$ cat src/rtl/uart_tx_buf.sv
// Buffered UART transmitter: one-byte holding register feeding a start/data/parity/stop
// serializer paced by the shared 16x oversampling tick.
module uart_tx_buf #(
  parameter int DBIT       = 8,
  parameter int SB_TICK    = 16,
  parameter int PARITY_EN  = 0,
  parameter int PARITY_ODD = 0
) (
  input  logic       clk,
  input  logic       reset,
  input  logic       s_tick,
  input  logic [7:0] din,
  input  logic       tx_valid,
  output logic       tx_ready,
  output logic       tx,
  output logic       tx_busy,
  output logic       tx_done_tick,
  output logic       bit_tick
);

  // state  | meaning
  // IDLE   | line high, waiting for the holding register to fill
  // START  | start bit (low) for 16 ticks
  // DATA   | DBIT data bits, LSB first, 16 ticks each
  // PARITY | parity bit for 16 ticks
  // STOP   | stop period of SB_TICK ticks, may chain straight into the next START
  typedef enum logic [2:0] {IDLE, START, DATA, PARITY, STOP} state_t;

  localparam logic [4:0] S_LAST    = 5'd15;
  localparam logic [4:0] STOP_LAST = 5'(SB_TICK - 1);
  localparam logic [2:0] N_LAST    = 3'(DBIT - 1);
  localparam logic       PAR_INIT  = 1'(PARITY_ODD);

  state_t      state_reg, state_next;
  logic [4:0]  s_reg, s_next;
  logic [2:0]  n_reg, n_next;
  logic [7:0]  b_reg, b_next;
  logic [7:0]  hold_reg, hold_next;
  logic        hold_full, hold_full_next;
  logic        par_reg, par_next;
  logic        tx_reg, tx_next;
  logic        load;

  always_ff @(posedge clk or posedge reset) begin
    if (reset) begin
      state_reg <= IDLE;
      s_reg     <= '0;
      n_reg     <= '0;
      b_reg     <= '0;
      hold_reg  <= '0;
      hold_full <= 1'b0;
      par_reg   <= 1'b0;
      tx_reg    <= 1'b1;
    end else begin
      state_reg <= state_next;
      s_reg     <= s_next;
      n_reg     <= n_next;
      b_reg     <= b_next;
      hold_reg  <= hold_next;
      hold_full <= hold_full_next;
      par_reg   <= par_next;
      tx_reg    <= tx_next;
    end
  end

  always_comb begin
    state_next     = state_reg;
    s_next         = s_reg;
    n_next         = n_reg;
    b_next         = b_reg;
    hold_next      = hold_reg;
    hold_full_next = hold_full;
    par_next       = par_reg;
    tx_next        = tx_reg;
    tx_done_tick   = 1'b0;
    bit_tick       = 1'b0;
    load           = 1'b0;

    case (state_reg)
      IDLE: begin
        tx_next = 1'b1;
        if (hold_full) load = 1'b1;
      end
      START: begin
        if (s_tick) begin
          if (s_reg == S_LAST) begin
            bit_tick   = 1'b1;
            s_next     = '0;
            n_next     = '0;
            tx_next    = b_reg[0];
            state_next = DATA;
          end else begin
            s_next = s_reg + 5'd1;
          end
        end
      end
      DATA: begin
        if (s_tick) begin
          if (s_reg == S_LAST) begin
            bit_tick = 1'b1;
            s_next   = '0;
            par_next = par_reg ^ b_reg[0];
            b_next   = {1'b0, b_reg[7:1]};
            if (n_reg == N_LAST) begin
              if (PARITY_EN != 0) begin
                tx_next    = par_reg ^ b_reg[0];
                state_next = PARITY;
              end else begin
                tx_next    = 1'b1;
                state_next = STOP;
              end
            end else begin
              n_next  = n_reg + 3'd1;
              tx_next = b_reg[1];
            end
          end else begin
            s_next = s_reg + 5'd1;
          end
        end
      end
      PARITY: begin
        if (s_tick) begin
          if (s_reg == S_LAST) begin
            bit_tick   = 1'b1;
            s_next     = '0;
            tx_next    = 1'b1;
            state_next = STOP;
          end else begin
            s_next = s_reg + 5'd1;
          end
        end
      end
      STOP: begin
        if (s_tick) begin
          if (s_reg == STOP_LAST) begin
            tx_done_tick = 1'b1;
            bit_tick     = 1'b1;
            s_next       = '0;
            if (hold_full) begin
              load = 1'b1;
            end else begin
              tx_next    = 1'b1;
              state_next = IDLE;
            end
          end else begin
            s_next = s_reg + 5'd1;
          end
        end
      end
      default: state_next = IDLE;
    endcase

    // Reload from idle or straight out of the stop period so frames abut.
    if (load) begin
      b_next         = hold_reg;
      hold_full_next = 1'b0;
      par_next       = PAR_INIT;
      s_next         = '0;
      tx_next        = 1'b0;
      state_next     = START;
    end

    // Accept and reload are mutually exclusive: reload needs hold_full, accept needs ~hold_full.
    if (tx_valid && tx_ready) begin
      hold_next      = din;
      hold_full_next = 1'b1;
    end
  end

  assign tx_ready = ~hold_full;
  assign tx       = tx_reg;
  assign tx_busy  = (state_reg != IDLE) | hold_full;

endmodule

$ cat config.mk
export PLATFORM = sky130hd
export DESIGN_NAME = uart_tx_buf
export DESIGN_NICKNAME = d
export VERILOG_FILES = /design/src/rtl/uart_tx_buf.sv
export SDC_FILE = /design/constraint.sdc
export NUM_CORES = 1
export LEC_CHECK = 0
export BUFFER_PORTS_ARGS = -buffer_cell sky130_fd_sc_hd__buf_2
export CAP_MARGIN = 10
export CELL_PAD_IN_SITES_DETAIL_PLACEMENT = 1
export CELL_PAD_IN_SITES_GLOBAL_PLACEMENT = 1
export CORE_MARGIN = 4
export CORE_UTILIZATION = 35
export DETAILED_ROUTE_END_ITERATION = 8
export PLACE_DENSITY_LB_ADDON = 0.3
export SLEW_MARGIN = 10
export SYNTH_ARGS = -nofsm -noshare
export SYNTH_HDL_FRONTEND = slang
export SYNTH_SLANG_ARGS = --single-unit
export TNS_END_PERCENT = 20
$ cat constraint.sdc
create_clock -name clk -period 4.4 [get_ports clk]
set_input_delay 0.88 -clock clk [delete_from_list [all_inputs] [get_ports clk]]
set_output_delay 0.88 -clock clk [all_outputs]
set_load 0.05 [all_outputs]
==> flow_results.org <==
** Power and ir drop
- The completed layout was analyzed and its total power is 0.000913 W.
- Cell Pwr Density :: 540 mW/mm^2
- Leakage power :: 0.779 nW
- The worst-case IR drop observed on VDD is 0.000216 V.

** Die
- In this run the horizontal extent of the chip is 72.8 um.
- Die footprint :: 0.00529 mm^2
- The initial utilization of the core area, before any placement, comes to 0.364.
- The initialized floorplan defines 23 standard-cell rows.
- The region available for standard cell placement spans 0.00403 mm^2.
- The floorplan step set the die height to 72.8 um.
- I/O pin count :: 17

** Logic synthesis
- Netlist area before placement :: 0.00147 mm^2
- For this run, the register share of the synthesized area comes to 0.495.
- Fraction of synthesized cell area taken by the top area cell type :: 0.477
- Syn_nets :: 148
- By area the synthesized netlist is led by sky130_fd_sc_hd__dfrtp_1, sky130_fd_sc_hd__mux2_1, sky130_fd_sc_hd__a22o_1.
- Avg Inst Size Synth :: 11.0 um^2
- Count of distinct cell types in the synthesized netlist :: 47
- The cell count after synthesis came out at 133.
- Of all cell types, the one taking the most synthesized area is sky130_fd_sc_hd__dfrtp_1.
- During synthesis, Yosys emitted a total of 0 warnings.
- Counting flops and latches in the post-synthesis netlist gives 29.

** Timing
- Static timing analysis puts the maximum clock frequency at 359 MHz.
- Fin. max-slew vios :: 0
- The smallest clock period supported by the final layout is computed as 2.79 ns.
- Total Negative Setup Slacks :: 0 ns
- The clock arrives with 0.00802 ns of skew.
- Final hold violation count :: 0
- At the pin with the least slew margin, the transition time is 0.721 ns.
- Headroom to the max-slew limit came out at 0.518.
- Setup violations remaining at the end of the flow were counted as 0.
- Setup repair after global routing left no endpoint under its margin.
- Hold Worst Slack :: 0.482 ns
- Of the available clock period, the critical path in the final layout requires 0.634.

** Critical path
- In this design, the largest share of critical-path delay is due to simple AND/OR/NAND/NOR gates.
- The signal on the critical path passes through ha_1, and4b_1, nand2_2, nor3_1, buf_2.
- Crit Path Class :: flop to primary output
- Maximum fanout encountered on the critical timing path :: 9
- Crit path capture type :: primary output
- Cell with the largest stage delay on the worst path :: sky130_fd_sc_hd__dfrtp_1
- For the worst setup path, the data required time is 3.52 ns.
- For the worst setup path, the data arrival time is 1.91 ns.
- Type of origin of the critical path :: flop
- The largest single stage delay on the critical path is 0.40 ns.
- Together, buffers and inverters on the worst path number 1.

** Clock tree
- After clock tree synthesis, the clock-pin slew on the worst setup and hold paths is 0.07 ns.
- TritonCTS built the clock tree.
- H-tree depth :: 2
- The root buffer cell chosen for the clock tree is sky130_fd_sc_hd__clkbuf_8.
- Counting along the longest clock path gives a buffer depth of 2.
- The clock net in this run drives a total of 29 sinks.
- For the worst-skew pair, the clock arrives at the later sink with an insertion delay of 0.29 ns.
- TritonCTS created 5 clock buffers.
- In this run, post-CTS hold repair placed 0 buffers.
- Quantity of gates resized following cts :: 0
- Number of buffers added for setup after CTS :: 0

** Placed design
- During placement, the flow inserted port buffers numbering 16.
- The congestion estimate from routability-driven global placement came to 0.791.
- Dpl hpwl :: 2260 um
- Number of placed instances, taps included :: 192

** Finish
- In the final layout, the share of cells above drive strength 1 is 0.265.
- 0 antenna diodes ended up in the layout.
- Final standard cell utilization of the core :: 0.420
- Compared with the post-synthesis result, the final layout area differs by 15.3%.
- Final cell count without fillers :: 201
- For this run, the post-layout net count is 165.

** Detailed routing
- Drc violations :: 0
- Detailed-route vias per instance :: 5.45
- The routed design has 3150 um of wire.
- The final route contains 1,096 vias.
- Detailed-routing iteration count for the pre-antenna-repair pass :: 6
- The first routing iteration left 65 violations.
- In the final routed layout, each cell accounts on average for 15.7 um.
- DRT antenna net count :: 0

** Global route
- The number of global-route vias before repair is 1,150.
- Entering global routing, the biggest net connects 30 pins.
- The first global-routing pass estimated 5610 um of wire.
- The initial antenna violation count came to 0.
- For this run the aggregate overflow at the end of global routing stands at 0.
- Across every metal layer, demand over resource in global routing totals 0.137.

** Hold path
- Hold Path Class :: flop to flop

** Job
- Across the run, the number of max-cap violations was 0.

** Outcome
- The flow ran to the end, and the final reports show no timing, DRC or antenna violations.
-- cells by family after synthesis --
group,count (synthesis),share of synthesized area
AOI/OAI and AO/OA,38,0.186
xor gates and xnor gates,1,0.00597
adders and majority gates,4,0.0333
and+or+nand+nor,39,0.166
DFF,29,0.495
muxes,11,0.0818
buffers and inverters,11,0.0315
-- per-stage QoR --
step / worst slack [ns] / area [um^2]
global route: 1.40 / 1690
floorplan: 1.16 / 1470
CTS: 1.60 / 1670
detailed placement: 1.87 / 1580
global placement: 1.89 / 1580
finish: 1.61 / 1690
-- cells in the mapped netlist, drive strengths merged --
cell     number
clkbuf        2
maj3          1
nor3b         2
a221o         1
a211oi        2
buf           5
a22o          6
o41ai         1
mux2i         3
nand4         1
dfstp         1
ha            3
o211ai        1
a21oi         4
nor4          2
nor2         10
o211a         1
o21ai        10
nand4bb       1
or4b          1
o21ba         1
a21o          6
a22oi         3
nor3          1
and4b         1
or3           1
nand3         4
nor2b         2
and2          1
nand2         8
inv           4
nand2b        1
or4           1
o2111ai       2
mux2          8
dfrtp        28
xor2          1
or2           1
nand4b        1
-- routing by layer --
| metal | vias up | share of wire | global-route usage |
|---|---|---|---|
| li1 | 527 | - | - |
| met1 | 545 | 0.47 | 0.182 |
| met2 | 17 | 0.47 | 0.211 |
| met3 | 7 | 0.036 | 0.0372 |
| met4 | 0 | 0.017 | 0.0553 |
| met5 | - | 0 | 0 |
-- layout by cell type, fill, tap and decap left out, types with 2 or more instances in the layout --
cell / Yosys / routed
sky130_fd_sc_hd__a211oi_1: 2 / 2
sky130_fd_sc_hd__a21o_1: 6 / 6
sky130_fd_sc_hd__a21oi_1: 4 / 4
sky130_fd_sc_hd__a22o_1: 6 / 6
sky130_fd_sc_hd__a22oi_1: 3 / 3
sky130_fd_sc_hd__buf_2: 4 / 16
sky130_fd_sc_hd__clkbuf_8: 0 / 5
sky130_fd_sc_hd__clkinv_2: 0 / 2
sky130_fd_sc_hd__dfrtp_1: 28 / 28
sky130_fd_sc_hd__ha_1: 3 / 3
sky130_fd_sc_hd__inv_1: 3 / 2
sky130_fd_sc_hd__mux2_1: 5 / 5
sky130_fd_sc_hd__mux2_2: 3 / 3
sky130_fd_sc_hd__mux2i_1: 3 / 3
sky130_fd_sc_hd__nand2_1: 7 / 7
sky130_fd_sc_hd__nand3_1: 4 / 4
sky130_fd_sc_hd__nor2_1: 10 / 10
sky130_fd_sc_hd__nor2b_1: 2 / 2
sky130_fd_sc_hd__o2111ai_1: 2 / 2
sky130_fd_sc_hd__o21ai_0: 3 / 3
sky130_fd_sc_hd__o21ai_1: 6 / 6
-- final timing paths --
kind	start	end	slack (ns)	depth (start not counted)
setup reg to reg	state_reg[0]	b_reg[6]	2.49	4
min in group asynchronous	reset	hold_reg[6]	0.51	2
max in group asynchronous	reset	tx	3.42	3
setup / recovery	s_reg[0]	tx_done_tick	1.61	5
hold reg to reg	b_reg[5]	b_reg[5]	0.48	1
hold / removal	b_reg[5]	b_reg[5]	0.48	1
-- power by group --
group	leakage (nW)	internal, W	switching (W)
clock network	0.0439	0.000109	0.000108
registers	0.353	0.000369	0.0000887
logic	0.383	0.000115	0.000124
total	0.779	0.000593	0.000320
-- area by class of cell --
class | instances | area (um^2)
Fill cell | 465 | 2340
Sequential cell | 29 | 727
Multi-Input combinational cell | 93 | 694
Timing Repair Buffer | 17 | 108
Clock buffer | 5 | 68.8
Tap cell | 50 | 62.6
Clock inverter | 3 | 17.5
Inverter | 4 | 15.0
(Power assumes the default switching activity.)
